===== config.mk =====
export PLATFORM = sky130hd
export DESIGN_NAME = if_id_buf_flat
export DESIGN_NICKNAME = d
export VERILOG_FILES = /design/src/rtl/if_id_buf_pkg.sv /design/src/rtl/if_id_buf_if.sv /design/src/rtl/if_id_buf_inst_queue.sv /design/src/rtl/if_id_buf.sv /design/src/flat_wrapper.sv
export SDC_FILE = /design/constraint.sdc
export NUM_CORES = 1
export LEC_CHECK = 0
export BUFFER_PORTS_ARGS = -buffer_cell sky130_fd_sc_hd__buf_2
export CAP_MARGIN = 15
export CELL_PAD_IN_SITES_DETAIL_PLACEMENT = 1
export CELL_PAD_IN_SITES_GLOBAL_PLACEMENT = 1
export CORE_AREA = 2 2 130 132
export CTS_BUF_LIST = sky130_fd_sc_hd__clkbuf_4 sky130_fd_sc_hd__clkbuf_8 sky130_fd_sc_hd__clkbuf_16
export DETAILED_ROUTE_END_ITERATION = 7
export DIE_AREA = 0 0 132 134
export PLACE_DENSITY = 0.81
export SLEW_MARGIN = 20
export SYNTH_ARGS = -nofsm -noshare
export SYNTH_HDL_FRONTEND = slang
export SYNTH_SLANG_ARGS = --single-unit

===== constraint.sdc =====
create_clock -name clk -period 5.6 [get_ports clk]
set_input_delay 0.28 -clock clk [delete_from_list [all_inputs] [get_ports clk]]
set_output_delay 0.28 -clock clk [all_outputs]
set_load 0.05 [all_outputs]

===== src/rtl/if_id_buf_pkg.sv =====
// Shared constants and types for the IF/ID instruction buffer.
//   RST_ENABLE / STOP / NO_STOP : control-level encodings used by the pipeline
//   ZERO_WORD                   : nop / cleared instruction and address value
//   INST_ADDR_BUS / INST_BUS    : default address and instruction widths
//   STALL_ID                    : stall-vector bit that means "decode stalled"
//   id_sel_e                    : source select for the decode-stage register
package if_id_buf_pkg;

  localparam logic        RST_ENABLE    = 1'b1;
  localparam logic        STOP          = 1'b1;
  localparam logic        NO_STOP       = 1'b0;
  localparam logic [31:0] ZERO_WORD     = 32'h0;
  localparam int          INST_ADDR_BUS = 32;
  localparam int          INST_BUS      = 32;
  localparam int          STALL_ID      = 2;

  typedef enum logic [1:0] {
    SEL_ZERO,   // reset, flush or bubble
    SEL_HOLD,   // decode stalled
    SEL_HEAD,   // oldest queued instruction
    SEL_FETCH   // empty queue, fetch bypasses straight into decode
  } id_sel_e;

endpackage


===== src/rtl/if_id_buf_if.sv =====
// Fetch-side valid/ready handshake.
//   valid : fetch presents an instruction
//   pc    : fetched instruction address
//   inst  : fetched instruction word
//   ready : buffer can accept this cycle
// master = fetch stage, slave = buffer.
interface if_id_buf_if #(
  parameter int ADDR_W = 32,
  parameter int INST_W = 32
);
  logic              valid;
  logic              ready;
  logic [ADDR_W-1:0] pc;
  logic [INST_W-1:0] inst;

  modport master (output valid, output pc, output inst, input ready);
  modport slave  (input valid, input pc, input inst, output ready);
endinterface


===== src/rtl/if_id_buf_inst_queue.sv =====
// inst_queue: circular buffer of DEPTH entries, WIDTH bits each.
//   clear : drop every entry and return pointers to 0 in one edge
//   push  : write din at the tail (caller guarantees !full)
//   pop   : discard the head (caller guarantees count != 0)
//   head  : oldest entry, full : no free slot, count : entries held
// Storage has no reset; it is written only on push.
module inst_queue #(
  parameter int DEPTH = 2,
  parameter int WIDTH = 64
) (
  input  logic                         clk,
  input  logic                         rst,
  input  logic                         clear,
  input  logic                         push,
  input  logic                         pop,
  input  logic [WIDTH-1:0]             din,
  output logic [WIDTH-1:0]             head,
  output logic                         full,
  output logic [$clog2(DEPTH+1)-1:0]   count
);
  localparam int PTR_W = (DEPTH > 1) ? $clog2(DEPTH) : 1;
  localparam int CNT_W = $clog2(DEPTH + 1);

  logic [WIDTH-1:0] mem_q [DEPTH];
  logic [WIDTH-1:0] mem_d [DEPTH];
  logic [PTR_W-1:0] wr_ptr_q, wr_ptr_d;
  logic [PTR_W-1:0] rd_ptr_q, rd_ptr_d;
  logic [CNT_W-1:0] count_q, count_d;

  // DEPTH need not be a power of two, so wrap by compare rather than overflow.
  function automatic logic [PTR_W-1:0] ptr_inc(input logic [PTR_W-1:0] p);
    return (p == PTR_W'(DEPTH - 1)) ? '0 : p + PTR_W'(1);
  endfunction

  always_comb begin
    mem_d    = mem_q;
    wr_ptr_d = wr_ptr_q;
    rd_ptr_d = rd_ptr_q;
    count_d  = count_q;
    if (clear) begin
      wr_ptr_d = '0;
      rd_ptr_d = '0;
      count_d  = '0;
    end else begin
      if (push) begin
        mem_d[wr_ptr_q] = din;
        wr_ptr_d        = ptr_inc(wr_ptr_q);
      end
      if (pop) rd_ptr_d = ptr_inc(rd_ptr_q);
      case ({push, pop})
        2'b10:   count_d = count_q + CNT_W'(1);
        2'b01:   count_d = count_q - CNT_W'(1);
        default: count_d = count_q;
      endcase
    end
  end

  always_ff @(posedge clk) begin
    mem_q <= mem_d;
  end

  always_ff @(posedge clk) begin
    if (rst) begin
      wr_ptr_q <= '0;
      rd_ptr_q <= '0;
      count_q  <= '0;
    end else begin
      wr_ptr_q <= wr_ptr_d;
      rd_ptr_q <= rd_ptr_d;
      count_q  <= count_d;
    end
  end

  assign head  = mem_q[rd_ptr_q];
  assign full  = (count_q == CNT_W'(DEPTH));
  assign count = count_q;
endmodule


===== src/rtl/if_id_buf.sv =====
// if_id_buf: IF/ID pipeline boundary with a small instruction queue so fetch
// can run ahead while decode is stalled.
//   clk, rst : clock, synchronous active-high reset
//   stall    : pipeline stall vector, only the decode bit is used
//   flush    : exception flush, empties queue and decode register
//   fetch    : valid/pc/inst in, ready out (slave side of the handshake)
//   id_*     : registered decode-stage pc/instruction/valid
//   q_count  : entries queued behind the decode register
module if_id_buf
  import if_id_buf_pkg::*;
#(
  parameter int DEPTH  = 2,
  parameter int ADDR_W = INST_ADDR_BUS,
  parameter int INST_W = INST_BUS
) (
  input  logic                        clk,
  input  logic                        rst,
  input  logic [5:0]                  stall,
  input  logic                        flush,
  if_id_buf_if.slave                  fetch,
  output logic [ADDR_W-1:0]           id_pc,
  output logic [INST_W-1:0]           id_inst,
  output logic                        id_valid,
  output logic [$clog2(DEPTH+1)-1:0]  q_count
);
  localparam int WIDTH = ADDR_W + INST_W;

  logic              q_full, q_push, q_pop, push;
  logic [WIDTH-1:0]  q_head;
  id_sel_e           sel;
  logic [ADDR_W-1:0] id_pc_q, id_pc_d;
  logic [INST_W-1:0] id_inst_q, id_inst_d;
  logic              id_valid_q, id_valid_d;
  logic              unused_stall;

  assign unused_stall = ^{stall[5:3], stall[1:0]};

  // Ready depends only on state so fetch never sees a combinational loop
  // through stall; a pop in the same cycle does not free the slot early.
  assign fetch.ready = (rst != RST_ENABLE) && !q_full;
  assign push        = fetch.valid && fetch.ready;

  always_comb begin
    sel    = SEL_HOLD;
    q_push = 1'b0;
    q_pop  = 1'b0;
    if (rst == RST_ENABLE || flush) begin
      sel = SEL_ZERO;
    end else if (stall[STALL_ID] == STOP) begin
      q_push = push;
    end else if (q_count != '0) begin
      sel    = SEL_HEAD;
      q_pop  = 1'b1;
      q_push = push;
    end else if (fetch.valid) begin
      // Empty queue implies ready, so this instruction is consumed here.
      sel = SEL_FETCH;
    end else begin
      sel = SEL_ZERO;
    end
  end

  always_comb begin
    id_pc_d    = id_pc_q;
    id_inst_d  = id_inst_q;
    id_valid_d = id_valid_q;
    case (sel)
      SEL_ZERO: begin
        id_pc_d    = ADDR_W'(ZERO_WORD);
        id_inst_d  = INST_W'(ZERO_WORD);
        id_valid_d = 1'b0;
      end
      SEL_HEAD: begin
        id_pc_d    = q_head[INST_W +: ADDR_W];
        id_inst_d  = q_head[INST_W-1:0];
        id_valid_d = 1'b1;
      end
      SEL_FETCH: begin
        id_pc_d    = fetch.pc;
        id_inst_d  = fetch.inst;
        id_valid_d = 1'b1;
      end
      default: ;
    endcase
  end

  always_ff @(posedge clk) begin
    if (rst == RST_ENABLE) begin
      id_pc_q    <= '0;
      id_inst_q  <= '0;
      id_valid_q <= 1'b0;
    end else begin
      id_pc_q    <= id_pc_d;
      id_inst_q  <= id_inst_d;
      id_valid_q <= id_valid_d;
    end
  end

  inst_queue #(
    .DEPTH (DEPTH),
    .WIDTH (WIDTH)
  ) u_queue (
    .clk   (clk),
    .rst   (rst),
    .clear (flush),
    .push  (q_push),
    .pop   (q_pop),
    .din   ({fetch.pc, fetch.inst}),
    .head  (q_head),
    .full  (q_full),
    .count (q_count)
  );

  assign id_pc    = id_pc_q;
  assign id_inst  = id_inst_q;
  assign id_valid = id_valid_q;
endmodule


===== src/flat_wrapper.sv =====
// flat-port wrapper written by rule: the top's interface ports become plain ports
module if_id_buf_flat import if_id_buf_pkg::*;
#(
  parameter int DEPTH  = 2,
  parameter int ADDR_W = INST_ADDR_BUS,
  parameter int INST_W = INST_BUS
)
  (clk, rst, stall, flush, id_pc, id_inst, id_valid, q_count, fetch_valid, fetch_pc, fetch_inst, fetch_ready);
  if_id_buf_if #(.ADDR_W(ADDR_W), .INST_W(INST_W)) fetch_i ();
  input  logic clk;
  input  logic rst;
  input  logic [5:0] stall;
  input  logic flush;
  output logic [ADDR_W-1:0] id_pc;
  output logic [INST_W-1:0] id_inst;
  output logic id_valid;
  output logic [$clog2(DEPTH+1)-1:0] q_count;
  input wire logic [$bits(fetch_i.valid)-1:0] fetch_valid;
  input wire logic [$bits(fetch_i.pc)-1:0] fetch_pc;
  input wire logic [$bits(fetch_i.inst)-1:0] fetch_inst;
  output wire logic [$bits(fetch_i.ready)-1:0] fetch_ready;
  assign fetch_i.valid = fetch_valid;
  assign fetch_i.pc = fetch_pc;
  assign fetch_i.inst = fetch_inst;
  assign fetch_ready = fetch_i.ready;
  if_id_buf #(.DEPTH(DEPTH), .ADDR_W(ADDR_W), .INST_W(INST_W)) u_core (.clk(clk), .rst(rst), .stall(stall), .flush(flush), .fetch(fetch_i), .id_pc(id_pc), .id_inst(id_inst), .id_valid(id_valid), .q_count(q_count));
endmodule

==> out/metrics.yaml <==
worst_pin_slew_ns: 0.810
clockPowerShare_pct: 40.8
start_kind: "register"
grt_max_degree: 66
layout-area-overhead-vs-synth_pct: 20.7
p_sw_share_pct: 21.5
ir_drop_mv: 0.206
status: "complete, no violations"
power.density_nw_per_um2: 334
synthesis.area_um2: 7200
cts_max_level: 4
grt_pass1_wl_mm: 25.7
syn-instance-count: 464
cts_resized: 0
port_buffers: 136
p_sw_mw: 0.624
hp-class: "primary input to register"
rsz0062_at_grt: "false"
pwr-share-seq_pct: 54.2
vias: 4398
cp-end-kind: "register"
finalNetCount: 672
clock_sinks: 197
p_int_mw: 2.28
rows: 47
placed_area_um2: 8090
async_flop_share_pct: 0
maxCapViolCount: 0
finalSetupViolCount: 0
comb_power_share_pct: 4.9
hpwl_mm: 9.84
track_usage_pct: 18.8
post-route-drc-count: 0
gr-total-overflow: 0
holdBufCountCts: 0
die_h_um: 134
dieArea_um2: 17700
drive_above_1_share_pct: 32.3
power.total_mw: 2.91
final_max_slew_viol_count: 0
fmax_mhz: 393
fin_crit_ns: 2.55
syn_area_per_cell_um2: 15.5
boundaryPins: 142
final_antenna_net_count: 0
routedWlPerCell_um: 19.2
relSlewSlack_pct: 46.0
hold_viol_final: 0
p_leak_nw: 3.20
cp_max_fo: 58
synth-seq-cells: 197
fill_cells: 1596
crit_required_ns: 5.95
criticalPathCategory: "register to register"
synth_edf_count: 128
cts_inserted_buffers: 17
dieWidth_um: 132
detail_route.vias_per_cell: 5.29
critPathArrivalTime_ns: 2.90
synth_warnings: 0
antenna_found_initial: 1
gp_congestion: 0.756
post-cts-setup-buffers: 0
ys.flop_type: "edfxtp_1"
syn_nets: 539
cts_tree: "built"
clock_skew_ns: 0.00728
clock_path_buffers: 2
final_cell_area_um2: 8690
fin_setup_tns_ns: 0
clk_latency_ns: 0.42
firstDrtPassIters: 4
fin_crit_sh_pct: 45.5
holdWs_ns: 0.0587
root_buffer: "clkbuf_16"
wirelength_mm: 16.0
drtIter0Drc: 186
grt_pass1_vias: 4851
synth-seq-area-share_pct: 72.6
clkTransAtPathRegs_ns: 0.07
fin_util_pct: 53.4
core_area_um2: 16300
yosysUniqueCellTypes: 28
initial_core_util_pct: 44.2
## metal layers
layer | wire (µm) | vias to the layer above | GRT usage, %
met5 | 0 | - | 0
met4 | 150 | 0 | 4.71
met3 | 1060 | 13 | 7.03
met2 | 7990 | 116 | 32.2
met1 | 6750 | 2210 | 22.4
li1 | - | 2059 | -
## worst paths after layout
path	from	to	slack [ns]	depth (start not counted)
worst min-delay path	fetch_pc[4]	u_core.u_queue.mem_q[36]	0.06	1
worst max-delay path	u_core.u_queue.count[0]	u_core.u_queue.count[1]	3.05	7
worst min register to register	u_core.id_inst[6]	u_core.id_inst[6]	0.49	1
worst max register to register	u_core.u_queue.count[0]	u_core.u_queue.count[1]	3.05	7
## Yosys cell counts (6+ instances only)
master / number / area share, %
nand2_1: 6 / 0.31
edfxtp_1: 128 / 53
clkbuf_1: 17 / 0.89
mux2_2: 6 / 0.94
a221o_1: 57 / 7.9
nor2_1: 73 / 3.8
a211oi_2: 6 / 1.0
buf_2: 7 / 0.49
mux2i_1: 58 / 8.1
dfxtp_1: 69 / 19
a21oi_2: 6 / 0.73
## worst max-delay path, cell delays in order, from the launching register on
cell,delay [ns]
dfxtp_1,0.40
nor2_1,0.20
or3_2,0.15
buf_4,0.57
clkinv_4,0.24
ha_1,0.39
or3_1,0.36
a21oi_1,0.16
## metrics by stage
stage	setup slack [ns]	cells
final	3.05	831
after global routing	2.81	830
after CTS	3.03	829
after detailed placement	2.73	797
after global placement	2.58	796
after floorplan	1.20	464
## logic make-up (layout without fill, tap and decap cells)
group / after synthesis / count (layout) / synth area share [%]
flops: 197 / 197 / 72.6
other cells: 0 / 1 / 0
xor+xnor: 4 / 4 / 0.487
fa+ha+maj: 1 / 1 / 0.174
mux: 64 / 64 / 9.00
compound gates: 76 / 76 / 10.3
buf+inv: 33 / 179 / 2.33
simple gates: 89 / 89 / 5.18
## registers in the layout, indices dropped and copies added (netlist names)
signal	cells
u_core.u_queue.rd_ptr_q	1
u_core.u_queue.wr_ptr_q	1
u_core.id_inst	32
u_core.id_pc	32
u_core.u_queue.mem_q	128
u_core.u_queue.count	2
u_core.id_valid	1
## placed cells by master, fill, tap and decap left out, types with 3 or more instances in the layout
master       n
buf_2      136
edfxtp_1   128
nor2_1      70
dfxtp_1     68
mux2i_1     58
a221o_1     57
clkbuf_16   17
nand2_1      6
mux2_2       6
a21oi_2      6
a211oi_2     6
buf_4        5
clkinv_4     4
inv_1        3
nor2_4       3
a21oi_1      3
nor3_1       3
xnor2_1      3
clkinv_1     3
clkinv_2     3
## power by group through the flow
stage / logic (mW) / registers, mW / clock network (mW)
finish: 0.143 / 1.58 / 1.19
global route: 0.153 / 1.58 / 1.27
CTS: 0.144 / 1.58 / 1.22
detailed placement: 0.144 / 1.61 / 0
global placement: 0.136 / 1.61 / 0
floorplan: 0.0391 / 1.65 / 0
## area by class of cell
type	instances	area, µm²	share of cell area [%]
antenna	1	2.50	0.0288
clock inverter	13	130	1.50
clock buffer	19	447	5.14
multi-input combinational	234	1830	21.1
sequential	197	5230	60.2
inverter	4	20.0	0.230
timing repair buffer	143	758	8.72
tap	220	275	3.17
(Power assumes the default switching activity.)
